[src/rtl/rr_arb2.sv]
// Two-way round-robin winner pick: a lone requester wins, a tie goes to the port not granted last.
// Latency: purely combinational.
// Backpressure: none; the caller decides when the winner is sampled.
module rr_arb2 (
    input  logic req_a,
    input  logic req_b,
    input  logic last_gnt,
    output logic winner
);

    // winner/last_gnt encoding: 0 = A, 1 = B
    always_comb begin
        winner = 1'b0;
        if (req_a && req_b) begin
            winner = ~last_gnt;
        end else if (req_b) begin
            winner = 1'b1;
        end
    end

endmodule

[src/rtl/sync_mem_arbiter.sv]
// Shares one synchronous memory between two requesters through an IDLE/ISSUE/DONE handshake.
// Latency: req seen in IDLE -> mem_cs next cycle -> ack the cycle after; one access per 3 cycles.
// Backpressure: requesters hold req until ack; requests are only sampled in IDLE.
module sync_mem_arbiter #(
    parameter int DATA_WIDTH = 8,
    parameter int ADDR_WIDTH = 8
) (
    input  logic                  clk,
    input  logic                  rst,
    input  logic                  req_a,
    input  logic                  we_a,
    input  logic [ADDR_WIDTH-1:0] addr_a,
    input  logic [DATA_WIDTH-1:0] wdata_a,
    input  logic                  req_b,
    input  logic                  we_b,
    input  logic [ADDR_WIDTH-1:0] addr_b,
    input  logic [DATA_WIDTH-1:0] wdata_b,
    output logic                  ack_a,
    output logic                  ack_b,
    output logic [DATA_WIDTH-1:0] rdata,
    output logic                  busy,
    output logic                  mem_cs,
    output logic                  mem_we,
    output logic [ADDR_WIDTH-1:0] mem_addr,
    output logic [DATA_WIDTH-1:0] mem_wdata,
    input  logic [DATA_WIDTH-1:0] mem_rdata
);

    typedef enum logic [1:0] {
        IDLE  = 2'd0,
        ISSUE = 2'd1,
        DONE  = 2'd2
    } state_t;

    localparam logic GNT_A = 1'b0;
    localparam logic GNT_B = 1'b1;

    state_t state;
    logic   gnt;
    logic   last_gnt;
    logic   winner;
    logic   in_issue;
    logic   in_done;

    rr_arb2 u_rr_arb2 (
        .req_a    (req_a),
        .req_b    (req_b),
        .last_gnt (last_gnt),
        .winner   (winner)
    );

    // last_gnt resets to B so that A wins the first contended arbitration
    always_ff @(posedge clk or posedge rst) begin
        if (rst) begin
            state    <= IDLE;
            gnt      <= GNT_A;
            last_gnt <= GNT_B;
        end else begin
            case (state)
                IDLE: begin
                    if (req_a || req_b) begin
                        state    <= ISSUE;
                        gnt      <= winner;
                        last_gnt <= winner;
                    end
                end
                ISSUE:   state <= DONE;
                DONE:    state <= IDLE;
                default: state <= IDLE;
            endcase
        end
    end

    // Decoded straight from the async-reset state so reset drops cs/ack within the cycle
    assign in_issue  = (state == ISSUE);
    assign in_done   = (state == DONE);
    assign busy      = (state != IDLE);
    assign mem_cs    = in_issue;
    assign mem_we    = in_issue & ((gnt == GNT_B) ? we_b : we_a);
    assign mem_addr  = in_issue ? ((gnt == GNT_B) ? addr_b : addr_a) : '0;
    assign mem_wdata = in_issue ? ((gnt == GNT_B) ? wdata_b : wdata_a) : '0;
    assign ack_a     = in_done & (gnt == GNT_A);
    assign ack_b     = in_done & (gnt == GNT_B);
    assign rdata     = mem_rdata;

endmodule

[config.mk]
export PLATFORM = sky130hd
export DESIGN_NAME = sync_mem_arbiter
export DESIGN_NICKNAME = d
export VERILOG_FILES = /design/src/rtl/rr_arb2.sv /design/src/rtl/sync_mem_arbiter.sv
export SDC_FILE = /design/constraint.sdc
export NUM_CORES = 1
export LEC_CHECK = 0
export ABC_CLOCK_PERIOD_IN_PS = 3700
export BUFFER_PORTS_ARGS = -buffer_cell sky130_fd_sc_hd__clkbuf_2
export CAP_MARGIN = 0
export CORE_MARGIN = 1.5
export CORE_UTILIZATION = 31
export DETAILED_ROUTE_END_ITERATION = 6
export GPL_TIMING_DRIVEN = 0
export HOLD_SLACK_MARGIN = 0.03
export PLACE_DENSITY = 0.95
export RECOVER_POWER = 100
export SETUP_SLACK_MARGIN = 0.05
export SYNTH_ARGS = -nofsm -noshare
export SYNTH_HDL_FRONTEND = slang
export SYNTH_SLANG_ARGS = --single-unit
[constraint.sdc]
create_clock -name clk -period 3.7 [get_ports clk]
set_clock_uncertainty 0.1 [all_clocks]
set_input_delay 0.37 -clock clk [delete_from_list [all_inputs] [get_ports clk]]
set_output_delay 0.37 -clock clk [all_outputs]
set_load 0.1 [all_outputs]
Word-level counts from Yosys, hierarchy flattened
Cells that the tools add are included.

Flip-flop bits (word level): 4. Bits in latches: 0. Bits in writable memories: 0. Bits in read-only memories: 0. Input port bits: 46. Output and inout port bits: 29. Logic and storage cells: 25. Memories: 0.

$add $sub $neg: 0. $mul: 0. Divide/modulo/power cells: 0. Order comparisons: 0. Equality and inequality tests: 3. Shift operators: 0. Multiplexer cells: 9. Bitwise operators: 5. Reductions and logical operators: 5.

Operator list (count): 8-bit two-way mux (4); 2-bit one-hot mux with 2 select lines (1); 1-bit AND (3); 1-bit two-way mux (3); 2-bit by 1-bit equality test with 1-bit output, second input constant (1); 2-bit equality test, second input constant (1); 2-bit logical NOT (1); 2-bit two-way mux (1); 2-bit != test, second input constant (1); 1-bit NOT (2); 2-bit AND reduction (1); 2-bit nonzero test (1); 1-bit logical AND (1); 1-bit logical OR (1).

Longest topological paths before layout
Gate-level depths: netlist of run 1.

Depth in word-level cells: 3. Gate-level depth with buffers: 4. Gate-level depth less buffers: 2.

Cells and area by module
From an unflattened synthesis of run 1, not the netlist that was laid out.

Cells, all modules: 62. Area, all modules: 515.5 um^2.

Modules (own cells, without submodules): sync_mem_arbiter (instances 1, cells each 61, area an instance 504.2 um^2, seq. area each 101.3 um^2); rr_arb2 (instances 1, cells each 1, area an instance 11.3 um^2, seq. area each 0.0 um^2).

Worst setup path after synthesis of run 1
OpenSTA, ideal clock, no wires.

Kind: register -> output. Start point: register gnt. End point: output port ack_a. Data arrival time: 2.768 ns. Data required time: 3.230 ns. Slack: 0.462 ns. Stages on the path, launching flop included: 3. Path buffers: 1. Cells stage by stage: dfrtp_1 -> buf_2 -> nor3b_1.

Longest elaborated chain between the ends: 2.

Ends and longest elaborated chain: start: declaration (line sync_mem_arbiter.sv:39) `logic gnt;`; start signal: assignment (line sync_mem_arbiter.sv:63) `gnt <= winner;`; 1-bit NOT (line sync_mem_arbiter.sv:82) `assign ack_a = in_done & (gnt == GNT_A);`; 1-bit AND (line sync_mem_arbiter.sv:82); end: declaration (line sync_mem_arbiter.sv:18) `output logic ack_a,`.

No other way between the ends.

Final worst setup path of run 1
Start point: register state[1]. End point: output port mem_addr[6].

Longest elaborated chain between the ends: 2.

Ends and longest elaborated chain: start: declaration (line sync_mem_arbiter.sv:38) `state_t state;`; start signal: assignment (line sync_mem_arbiter.sv:55) `state <= IDLE;`; start signal: assignment (line sync_mem_arbiter.sv:62) `state <= ISSUE;`; start signal: assignment (line sync_mem_arbiter.sv:67) `ISSUE: state <= DONE;`; 2-bit by 1-bit equality test with 1-bit output (line sync_mem_arbiter.sv:75) `assign in_issue = (state == ISSUE);`; 8-bit two-way mux (line sync_mem_arbiter.sv:80) `assign mem_addr = in_issue ? ((gnt == GNT_B) ? addr_b : addr_a) : '0;`; end: declaration (line sync_mem_arbiter.sv:24) `output logic [ADDR_WIDTH-1:0] mem_addr,`.

No other way between the ends.

==> summary.txt, run 1 <==
Synth
  • Synth top cells by count: nor2_1, mux2i_1, buf_4
  • Cell with the most instances after synthesis: nor2_1
  • YS warnings: 0
  • Asr flop ratio synth: 100%
  • Number of flops mapped to enable cells by yosys: 0
  • Primary flip-flop cell chosen by synthesis mapping: dfrtp_1
  • Yosys cell types: 15
  • Post-synthesis average cell area: between 7 and 8 µm²
  • Leading area contributor after synthesis: mux2i_1
  • Post-synthesis net count: 110
  • Flip-flop and latch count after synthesis: 4
  • Post-synthesis instance area: 507 µm²
  • Synth area leaders: mux2i_1, buf_4, dfrtp_1
  • Synthesized instance count: 64
  • Share of the synthesized area in the top cell type: 33.6%
  • Seq/Total Area, Yosys: 20.0%

Critical path
  • Buffers plus inverters on the worst setup path: 3
  • Largest driver fanout on the critical path: 10
  • Reg-to-Reg End: state[1]
  • Ordered cell list for the critical path: nand2b_1 -> clkbuf_1 -> buf_4 -> nor2_1 -> clkbuf_1
  • Critical Path AT: 2.21 ns
  • Worst flop-to-flop path startpoint: state[0]
  • Most common cell on crit path: clkbuf_1
  • Capturing element type of the critical path: output pin
  • Required time at the worst-slack endpoint: roughly 3.2 ns
  • Worst path top cell family by delay: buffers and inverters
  • Critical-path cell with the highest stage delay: clkbuf_1
  • R2R setup slack: 2.37 ns
  • Critical Path Source Type: flip-flop
  • CP peak stage delay: roughly 0.87 ns
  • Kind of critical path: flip-flop to output pin
  • Cell depth of the worst flop-to-flop path: 4

GRT
  • Largest net degree at the start of global routing: 11
  • Via count of the first global-routing pass: approximately 570
  • Global-route wire length before repair: 2.15 mm
  • Total congestion overflow after global routing: 0
  • All-layer global routing usage: about 15%
  • Number of antenna violations at the first check in global routing: 0

Worst hold path
  • Number of cells traversed by the worst hold path: 3
  • Tightest Hold Check Type: primary input to flip-flop
  • Launch point of the worst hold path: req_b
  • End of the worst hold path: state[0]

Floorplanning
  • Core Area: about 1500 µm²
  • Effective utilization at floorplan: 33.3%
  • Horizontal die dimension: around 43 µm
  • Number of placed I/O pins: 75
  • Floorplan die height: approximately 43 µm
  • Row cnt: 14
  • DIE AREA: between 1500 and 2000 µm²

Placement
  • Total placed cells including tap cells: 146
  • Count of input and output buffers: between 60 and 70
  • Gp weighted congestion: about 0.72
  • DP Wirelength: between 1 and 1.5 mm

Routing
  • Number of remaining DRC errors: 0
  • Total length of routed wires: ~1.4 mm
  • Routed vias/inst: approximately 4.5
  • Number of iterations in the first detailed-routing pass: 2
  • Wirelength per Cell: 9.42 µm
  • Number of DRC violations after detailed-routing iteration 0: 4
  • Post-detailed-route count of antenna-violating nets: 0
  • Via count: between 600 and 700

Clock tree
  • H-tree Lvls: 1
  • Insertion delay of the later-clocked pin in the worst-skew pair: approximately 0.24 ns
  • CTS root buffer: clkbuf_4
  • Clock transition at path regs: around 0.040 ns
  • Maximum clock path buffer count: 2
  • Total setup buffers inserted after CTS: 0
  • Clock buffer count from CTS: 3
  • TritonCTS clock tree: built
  • Clock Sink Count: 4

Finish
  • Area used by sequential logic in the layout: ~100 µm²
  • Combined area of the multi-input logic cells: roughly 300 µm²
  • Nets: around 180
  • Fill cell instance count of the final layout: 163
  • Antenna diode instance count: 0
  • Fraction of final layout cells with drive strength greater than 1: around two fifths
  • Layout overhead on the synthesized area: 68.9%
  • Non-filler instance count after layout: about 150

STA
  • Post-route minimum period: ~2.7 ns
  • Final hold violations: 0
  • Slew Limit Headroom: 21.7%
  • Achievable Freq: around 0.37 GHz
  • Fin crit share: 72.3%
  • Count of pins over their slew limit: 0
  • Worst-margin pin slew: about 1.2 ns
  • Fin Setup TNS: 0 ns
  • Final setup violation count: 0
  • RSZ-0062 raised after global routing: false

Run
  • Max_cap viols: 0

Status
  • Run status: finished, final reports clean
## cells in the final DEF (no fill, tap or decap)
master	count
a22o_1	1
and3b_2	1
buf_2	1
buf_4	10
clkbuf_1	31
clkbuf_2	37
clkbuf_4	3
dfrtp_1	3
dfstp_2	1
dlygate4sd3_1	1
inv_1	3
mux2i_1	17
nand2_1	1
nand2b_1	1
nor2_1	19
nor3b_1	2
o22a_1	1
or2_2	1
or3b_1	1
## cell families (layout without fill, tap and decap cells)
family                 Yosys count  after routing  share of synthesized area (%)
AND/OR/NAND/NOR                 26             26                           24.0
multiplexers                    17             17                           33.6
buffers and inverters           15             86                           19.0
flip-flops                       4              4                           20.0
AO/OA/AOI/OAI                    2              2                           3.46
## worst register-to-register path, cell delays in order (launching register included)
cell      delay [ns]
dfrtp_1         0.42
nand2b_1        0.08
clkbuf_1        0.32
buf_4           0.24
inv_1           0.05
## final cells by class
class / count / area share, %
Inverter: 3 / 1.32
Clock buffer: 4 / 3.07
Timing Repair Buffer: 67 / 35.5
Multi-Input combinational cell: 45 / 36.1
Tap cell: 16 / 2.34
Sequential cell: 4 / 11.8
Buffer: 12 / 9.80
## stage by stage
stage | instance area, µm² | hold slack, ns | worst slack [ns] | utilization, %
2_1_floorplan | 507 | 0.0354 | 0.462 | -
3_3_place_gp | 857 | 0.139 | 1.78 | 56.2
3_5_place_dp | 857 | 0.143 | 1.75 | 56.2
4_1_cts | 893 | 0.266 | 1.49 | 58.6
5_1_grt | 856 | 0.334 | 0.909 | 56.2
6_report | 856 | 0.274 | 1.02 | 56.2
## worst max path at each step
stage                        start            to  slack (ns)  cells past startpoint
after floorplan                gnt         ack_a        0.46                      2
after global placement    state[1]   mem_addr[6]        1.78                      5
after detailed placement  state[1]   mem_addr[6]        1.75                      5
after CTS                 state[1]   mem_addr[6]        1.49                      5
after global routing      state[1]  mem_wdata[5]        0.91                      5
final                     state[1]   mem_addr[6]        1.02                      5
## per-layer routing
layer  vias to the layer above  track usage (%)  share of wire (%)
li1                        345                -                  -
met1                       284             13.8                 34
met2                        56             29.9                 50
met3                         0             5.00                 16
met4                         0             2.42                  0
met5                         -                0                  0
## state kept, by name, summed over array words and instances, names as in the netlist
name	cells
last_gnt	1
gnt	1
state	2
## repair_timing
| item | in CTS | in global routing |
|---|---|---|
| hold endpoints to repair | 3 | 0 |
| resized for setup | 0 | 0 |
| hold buffers | 1 | 0 |
Power of run 1 is not shown: default switching activity piles up to over one toggle a cycle in this logic, so the estimate is an artifact.
==> inputs of run 2 (changes only) <==
--- a/config.mk
+++ b/config.mk
@@ -5,15 +5,16 @@
 export SDC_FILE = /design/constraint.sdc
 export NUM_CORES = 1
 export LEC_CHECK = 0
-export ABC_CLOCK_PERIOD_IN_PS = 3700
+export ABC_AREA = 1
+export ABC_CLOCK_PERIOD_IN_PS = 2720
 export BUFFER_PORTS_ARGS = -buffer_cell sky130_fd_sc_hd__clkbuf_2
 export CAP_MARGIN = 0
 export CORE_MARGIN = 1.5
-export CORE_UTILIZATION = 31
+export CORE_UTILIZATION = 30
 export DETAILED_ROUTE_END_ITERATION = 6
 export GPL_TIMING_DRIVEN = 0
 export HOLD_SLACK_MARGIN = 0.03
-export PLACE_DENSITY = 0.95
+export PLACE_DENSITY = 0.9
 export RECOVER_POWER = 100
 export SETUP_SLACK_MARGIN = 0.05
 export SYNTH_ARGS = -nofsm -noshare
==> constraint.sdc (replaced) <==
create_clock -name clk -period 2.72 [get_ports clk]
set_clock_uncertainty 0.1 [all_clocks]
set_input_delay 0.272 -clock clk [delete_from_list [all_inputs] [get_ports clk]]
set_output_delay 0.272 -clock clk [all_outputs]
set_load 0.1 [all_outputs]
==> run 2 against run 1 <==
Compared with the run above: hold slack got worse by 0.090 ns; count of clock-buffer cells in the layout stayed put; final area up 6.0%; die area up 10%; register-to-register slack worse by 0.81 ns; non-clock buffer count did not move; cell count rose by 22%; via count grew 18%; first-iteration DRC count grew to 2.5 times the previous value; wire length rose by 26%; largest cell class unchanged.
==> summary.txt, run 2 <==
Status
  • Run status: finished, final reports clean (unchanged)

Synth
  • Cell with the most instances after synthesis: nand2_1 (was nor2_1)
  • Primary flip-flop cell chosen by synthesis mapping: dfrtp_1 (unchanged)
  • Asr flop ratio synth: 100% (unchanged)
  • Leading area contributor after synthesis: nand2_1 (was mux2i_1)
  • Flip-flop and latch count after synthesis: 4 (unchanged)
  • Synth top cells by count: nand2_1, a21oi_1, a21oi_2, buf_4, inv_1 (was nor2_1, mux2i_1, buf_4)
  • Number of flops mapped to enable cells by yosys: 0 (unchanged)
  • YS warnings: 0 (unchanged)
  • Post-synthesis net count: 134 (was 110)
  • Seq/Total Area, Yosys: 18.6% (was 20.0%)
  • Post-synthesis instance area: 546 µm² (was 507 µm²)
  • Yosys cell types: 15 (unchanged)
  • Synth area leaders: nand2_1, dfrtp_1, a21oi_2 (was mux2i_1, buf_4, dfrtp_1)
  • Share of the synthesized area in the top cell type: 28.2% (was 33.6%)
  • Synthesized instance count: 88 (was 64)
  • Post-synthesis average cell area: 6.20 µm² (was 7.92 µm²)

Critical path
  • CP peak stage delay: 0.88 ns (was 0.87 ns)
  • Critical Path Source Type: flip-flop (unchanged)
  • Required time at the worst-slack endpoint: 2.35 ns (was 3.23 ns)
  • Critical-path cell with the highest stage delay: clkbuf_1 (unchanged)
  • R2R setup slack: 1.56 ns (was 2.37 ns)
  • Ordered cell list for the critical path: buf_6 -> buf_12 -> nor3_2 -> clkbuf_1 (was nand2b_1 -> clkbuf_1 -> buf_4 -> nor2_1 -> clkbuf_1)
  • Buffers plus inverters on the worst setup path: 3 (unchanged)
  • Kind of critical path: flip-flop to output pin (unchanged)
  • Worst path top cell family by delay: buffers and inverters (unchanged)
  • Critical Path AT: 1.95 ns (was 2.21 ns)
  • Capturing element type of the critical path: output pin (unchanged)
  • Largest driver fanout on the critical path: 10 (unchanged)

Worst hold path
  • Tightest Hold Check Type: primary input to flip-flop (unchanged)

Finish
  • Largest reg by FF count: state (unchanged)
  • Antenna diode instance count: 0 (unchanged)
  • Nets: 206 (was 182)
  • Number of flip-flops in the largest register: 2 (unchanged)
  • Most frequent standard cell in the layout excluding fill and tap cells: clkbuf_2 (unchanged)
  • Fraction of final layout cells with drive strength greater than 1: 46.5% (was 40.0%)
  • Most used cells in the layout excluding fill and tap cells: clkbuf_2, nand2_1, a21oi_1, clkbuf_1 (was clkbuf_2, clkbuf_1, nor2_1, mux2i_1, buf_4)
  • Registers with the most flip-flops: state (2), gnt (1), last_gnt (1) (unchanged)
  • Layout overhead on the synthesized area: 66.3% (was 68.9%)

Floorplanning
  • Core Area: 1710 µm² (was 1520 µm²)
  • Effective utilization at floorplan: 31.9% (was 33.3%)
  • DIE AREA: 2080 µm² (was 1890 µm²)
  • Floorplan die height: 45.6 µm (was 43.4 µm)
  • Horizontal die dimension: 45.6 µm (was 43.4 µm)
  • Number of placed I/O pins: 75 (unchanged)
  • Row cnt: 15 (was 14)

STA
  • Fin Setup TNS: 0 ns (unchanged)
  • RSZ-0062 raised after global routing: false (unchanged)
  • Worst-margin pin slew: 1.17 ns (was 1.18 ns)
  • Final setup violation count: 0 (unchanged)
  • Post-route minimum period: 2.33 ns
  • Achievable Freq: approximately 0.43 GHz
  • Slew Limit Headroom: 22.3% (was 21.7%)
  • Final hold violations: 0 (unchanged)
  • Fin crit share: between 80% and 90%
  • Count of pins over their slew limit: 0 (unchanged)

Clock tree
  • CTS root buffer: clkbuf_4 (unchanged)
  • H-tree Lvls: 1 (unchanged)
  • Post-cts sizing count: 0 (unchanged)
  • Maximum clock path buffer count: 2 (unchanged)
  • Clock transition at path regs: 0.04 ns (about the same)
  • Insertion delay of the later-clocked pin in the worst-skew pair: 0.24 ns (about the same)
  • Clock buffer count from CTS: 3 (unchanged)
  • Total setup buffers inserted after CTS: 0 (unchanged)
  • Total of hold buffers inserted after clock tree synthesis: 1 (unchanged)
  • Clock Sink Count: 4 (unchanged)
  • TritonCTS clock tree: built (unchanged)

Placement
  • DP Wirelength: 1.51 mm (was 1.25 mm)
  • Gp weighted congestion: 0.677 (was 0.721)
  • Count of input and output buffers: 66 (unchanged)

Routing
  • Wirelength per Cell: 9.77 µm (was 9.42 µm)
  • Number of DRC violations after detailed-routing iteration 0: 10 (was 4)
  • Total length of routed wires: 1.80 mm (was 1.42 mm)
  • Number of iterations in the first detailed-routing pass: 4 (was 2)
  • Post-detailed-route count of antenna-violating nets: 0 (unchanged)
  • Via count: 806 (was 685)
  • Routed vias/inst: 4.38 (was 4.54)
  • Number of remaining DRC errors: 0 (unchanged)

GRT
  • Total congestion overflow after global routing: 0 (unchanged)
  • Largest net degree at the start of global routing: 11 (unchanged)
  • Number of antenna violations at the first check in global routing: 0 (unchanged)
  • Via count of the first global-routing pass: 676 (was 569)
  • All-layer global routing usage: 17.0% (was 14.6%)
  • Global-route wire length before repair: 2.61 mm (was 2.15 mm)

Run
  • Max_cap viols: 0 (unchanged)
run 2: changes by cell type after synthesis, sizes merged, moves of 2 or more:
cell   previous run  this run
nand2             1        42
nor3b             2         0
nor2             19         1
mux2i            17         0
a21oi             0        17
inv               3         9
nor3              0         2
run 2: logic make-up after synthesis:
family,after synthesis,synth area share (%)
DFF,4,18.6
and+or+nand+nor,46,32.8
buffers and inverters,21,27.5
AOI/OAI and AO/OA,17,21.1
run 2: worst register-to-register path, cell delays in order, from the launching register on:
cell and delay, ns:
dfrtp_1 0.38, inv_1 0.12, nand2_1 0.23, buf_6 0.23, inv_1 0.05
run 2: cell type report:
cell class	instances	area, µm²
multi-input cells	63	272
flip-flops and latches	4	101
clock buffers	4	26.3
repair buffers	67	327
fillers	191	801
well taps	25	31.3
plain buffers	12	116
inverters	9	33.8
run 2: per-layer routing:
layer	up-vias	track usage (%)	share of wire, %
li1	406	-	-
met1	359	15.1	36
met2	37	36.3	58
met3	4	1.98	4.7
met4	0	7.06	1.3
met5	-	0	0
run 2: stage by stage:
step                area, µm²  hold slack [ns]  setup slack (ns)  utilization (%)  instances
global placement          917           0.0307             0.977             53.7        179
detailed placement        917           0.0459             0.923             53.7        179
floorplan                 556          -0.0626             0.187                -         88
CTS                       953            0.184             0.666             55.8        184
global route              907            0.225             0.321             53.1        184
finish                    907            0.184             0.394             53.1        184
run 2: worst paths after layout:
| check | startpoint | to | depth (start not counted) |
|---|---|---|---|
| min in group asynchronous | rst | state[0] | 3 |
| worst min register to register | last_gnt | last_gnt | 2 |
| worst max register to register | state[1] | state[1] | 4 |
| max in group asynchronous | rst | last_gnt | 3 |
| worst min-delay path | req_b | last_gnt | 3 |
| worst max-delay path | gnt | ack_a | 4 |
Power of run 2 is left out for the same reason.
==> inputs of run 3 (changes only) <==
--- a/config.mk
+++ b/config.mk
@@ -10,11 +10,12 @@
 export BUFFER_PORTS_ARGS = -buffer_cell sky130_fd_sc_hd__clkbuf_2
 export CAP_MARGIN = 0
 export CORE_MARGIN = 1.5
-export CORE_UTILIZATION = 30
+export CORE_UTILIZATION = 31
+export CTS_BUF_LIST = sky130_fd_sc_hd__clkbuf_4 sky130_fd_sc_hd__clkbuf_8
 export DETAILED_ROUTE_END_ITERATION = 6
 export GPL_TIMING_DRIVEN = 0
 export HOLD_SLACK_MARGIN = 0.03
-export PLACE_DENSITY = 0.9
+export PLACE_DENSITY = 0.92
 export RECOVER_POWER = 100
 export SETUP_SLACK_MARGIN = 0.05
 export SYNTH_ARGS = -nofsm -noshare
==> run 3 against run 2 <==
Compared with the run above: cell count down 4.9%; global-route usage increased by 1.9 points; setup slack better by 0.021 ns; wire length grew 1.6%; sequential share of layout area up 0.12 points; register-to-register slack worse by 0.11 ns; fmax rose by 0.90%; count of clock-buffer cells in the layout unchanged; critical endpoint unchanged; largest cell class unchanged.
==> summary.txt, run 3 (synthesized netlist as in run 2, its figures left out) <==
Status
  • Run status: finished, final reports clean (unchanged)

STA
  • Post-route minimum period: 2.31 ns (was 2.33 ns)
  • Worst-margin pin slew: 1.18 ns (was 1.17 ns)
  • Slew Limit Headroom: 21.6% (was 22.3%)
  • Fin Setup TNS: 0 ns (unchanged)
  • Fin crit share: 84.8% (was 85.5%)
  • RSZ-0062 raised after global routing: false (unchanged)
  • Final setup violation count: 0 (unchanged)
  • Count of pins over their slew limit: 0 (unchanged)
  • Achievable Freq: 0.434 GHz (was 0.430 GHz)
  • Final hold violations: 0 (unchanged)

Finish
  • Antenna diode instance count: 0 (unchanged)
  • Most frequent standard cell in the layout excluding fill and tap cells: clkbuf_2 (unchanged)
  • Largest reg by FF count: state (unchanged)
  • Most used cells in the layout excluding fill and tap cells: clkbuf_2, nand2_1, a21oi_1, clkbuf_1 (unchanged)
  • Registers with the most flip-flops: state (2), gnt (1), last_gnt (1) (unchanged)
  • Fraction of final layout cells with drive strength greater than 1: 47.8% (was 46.5%)
  • Fill cell instance count of the final layout: 180 (was 191)
  • Nets: 206 (unchanged)
  • Layout overhead on the synthesized area: 64.4% (was 66.3%)
  • Number of flip-flops in the largest register: 2 (unchanged)

Floorplanning
  • Row cnt: 14 (was 15)
  • Core Area: 1580 µm² (was 1710 µm²)
  • DIE AREA: 2020 µm² (was 2080 µm²)
  • Number of placed I/O pins: 75 (unchanged)
  • Floorplan die height: 45.0 µm (was 45.6 µm)
  • Horizontal die dimension: 45.0 µm (was 45.6 µm)
  • Effective utilization at floorplan: 34.6% (was 31.9%)

Routing
  • Highest routed metal layer: met3 (was met4)
  • Number of iterations in the first detailed-routing pass: 4 (unchanged)
  • Amount of wire on met3 after detailed routing: 120 µm (was 85 µm)
  • Number of remaining DRC errors: 0 (unchanged)
  • WL met1: 680 µm (was 650 µm)
  • Number of DRC violations after detailed-routing iteration 0: 6 (was 10)
  • Met2 Routed Length: 1.03 mm (was 1.04 mm)
  • Total length of routed wires: 1.83 mm (was 1.80 mm)
  • Wirelength per Cell: 10.4 µm (was 9.77 µm)
  • Via count: 787 (was 806)
  • Post-detailed-route count of antenna-violating nets: 0 (unchanged)
  • Routed vias/inst: 4.50 (was 4.38)

Clock tree
  • Maximum clock path buffer count: 2 (unchanged)
  • Clock Sink Count: 4 (unchanged)
  • Post-cts sizing count: 0 (unchanged)
  • Insertion delay of the later-clocked pin in the worst-skew pair: 0.24 ns (about the same)
  • Clock buffer count from CTS: 3 (unchanged)
  • TritonCTS clock tree: built (unchanged)
  • Total setup buffers inserted after CTS: 0 (unchanged)
  • Clock transition at path regs: 0.04 ns (about the same)
  • H-tree Lvls: 1 (unchanged)
  • CTS root buffer: clkbuf_4 (unchanged)

GRT
  • Largest net degree at the start of global routing: 11 (unchanged)
  • Number of antenna violations at the first check in global routing: 0 (unchanged)
  • All-layer global routing usage: 18.9% (was 17.0%)
  • Global-route wire length before repair: 2.77 mm (was 2.61 mm)
  • Via count of the first global-routing pass: 691 (was 676)
  • Total congestion overflow after global routing: 0 (unchanged)

Run
  • Max_cap viols: 0 (unchanged)

Critical path
  • Worst setup path startpoint: gnt (unchanged)
  • Capturing element type of the critical path: output pin (unchanged)
  • Kind of critical path: flip-flop to output pin (unchanged)
  • Cell depth of the worst flop-to-flop path: 3 (was 4)
  • Worst flop-to-flop path startpoint: state[0] (was state[1])
  • Required time at the worst-slack endpoint: 2.35 ns (about the same)
  • Critical Path Source Type: flip-flop (unchanged)
  • Critical Path AT: 1.93 ns (was 1.95 ns)
  • Largest driver fanout on the critical path: 10 (unchanged)

Placement
  • DP Wirelength: 1.50 mm (was 1.51 mm)
  • Gp weighted congestion: 0.602 (was 0.677)
  • Count of input and output buffers: 66 (unchanged)

Worst hold path
  • Tightest Hold Check Type: primary input to flip-flop (unchanged)
  • Launch point of the worst hold path: req_b (unchanged)
  • Number of cells traversed by the worst hold path: 3 (unchanged)
-- run 3: cell count changes in the layout (fill, tap and decap cells not counted) --
cell,before,now
clkbuf_4,3,4
a21oi_1,17,16
a21oi_2,0,1
clkbuf_1,12,11
buf_6,2,1
clkbuf_2,55,56
-- run 3: path summary, 6_finish.rpt --
check                                 to  slack [ns]
worst max-delay path               ack_a        0.41
max in group asynchronous       last_gnt        1.93
worst min register to register  last_gnt        0.37
min in group asynchronous       state[1]        0.36
worst max register to register  state[1]        1.45
worst min-delay path            last_gnt        0.18
-- run 3: metrics by stage --
stage	instances	worst slack, ns	hold slack (ns)	cell area [µm²]	util [%]
floorplan	88	0.187	-0.0626	556	-
global placement	170	0.968	0.0351	906	57.5
detailed placement	170	0.938	0.0352	906	57.5
CTS	175	0.667	0.172	946	60.0
global route	175	0.335	0.189	897	56.9
finish	175	0.415	0.180	897	56.9
-- run 3: cell type report --
cell class	instances	area (µm²)	area share, %
Inverter	9	33.8	3.77
Buffer	12	110	12.3
Tap cell	16	20.0	2.23
Timing Repair Buffer	67	327	36.4
Multi-Input combinational cell	63	275	30.7
Sequential cell	4	101	11.3
Clock buffer	4	30.0	3.35
-- run 3: critical path, stage by stage (launching register included) --
cell and delay [ns]:
dfrtp_1 0.39, buf_6 0.15, buf_12 0.14, nor3_2 0.14, clkbuf_1 0.88
-- run 3: repair_timing --
item                                    in CTS  in global routing
hold buffers                                 1                  0
endpoints found under the hold margin        4                  0
endpoints found under the setup margin       0                  0
-- run 3: routing by layer --
| metal | global-route usage [%] | up-vias |
|---|---|---|
| met2 | 37.1 | 35 |
| met1 | 18.4 | 346 |
| met3 | 3.20 | 0 |
| li1 | - | 406 |
| met5 | 0 | - |
| met4 | 9.41 | 0 |
Power of run 3 is left out for the same reason.
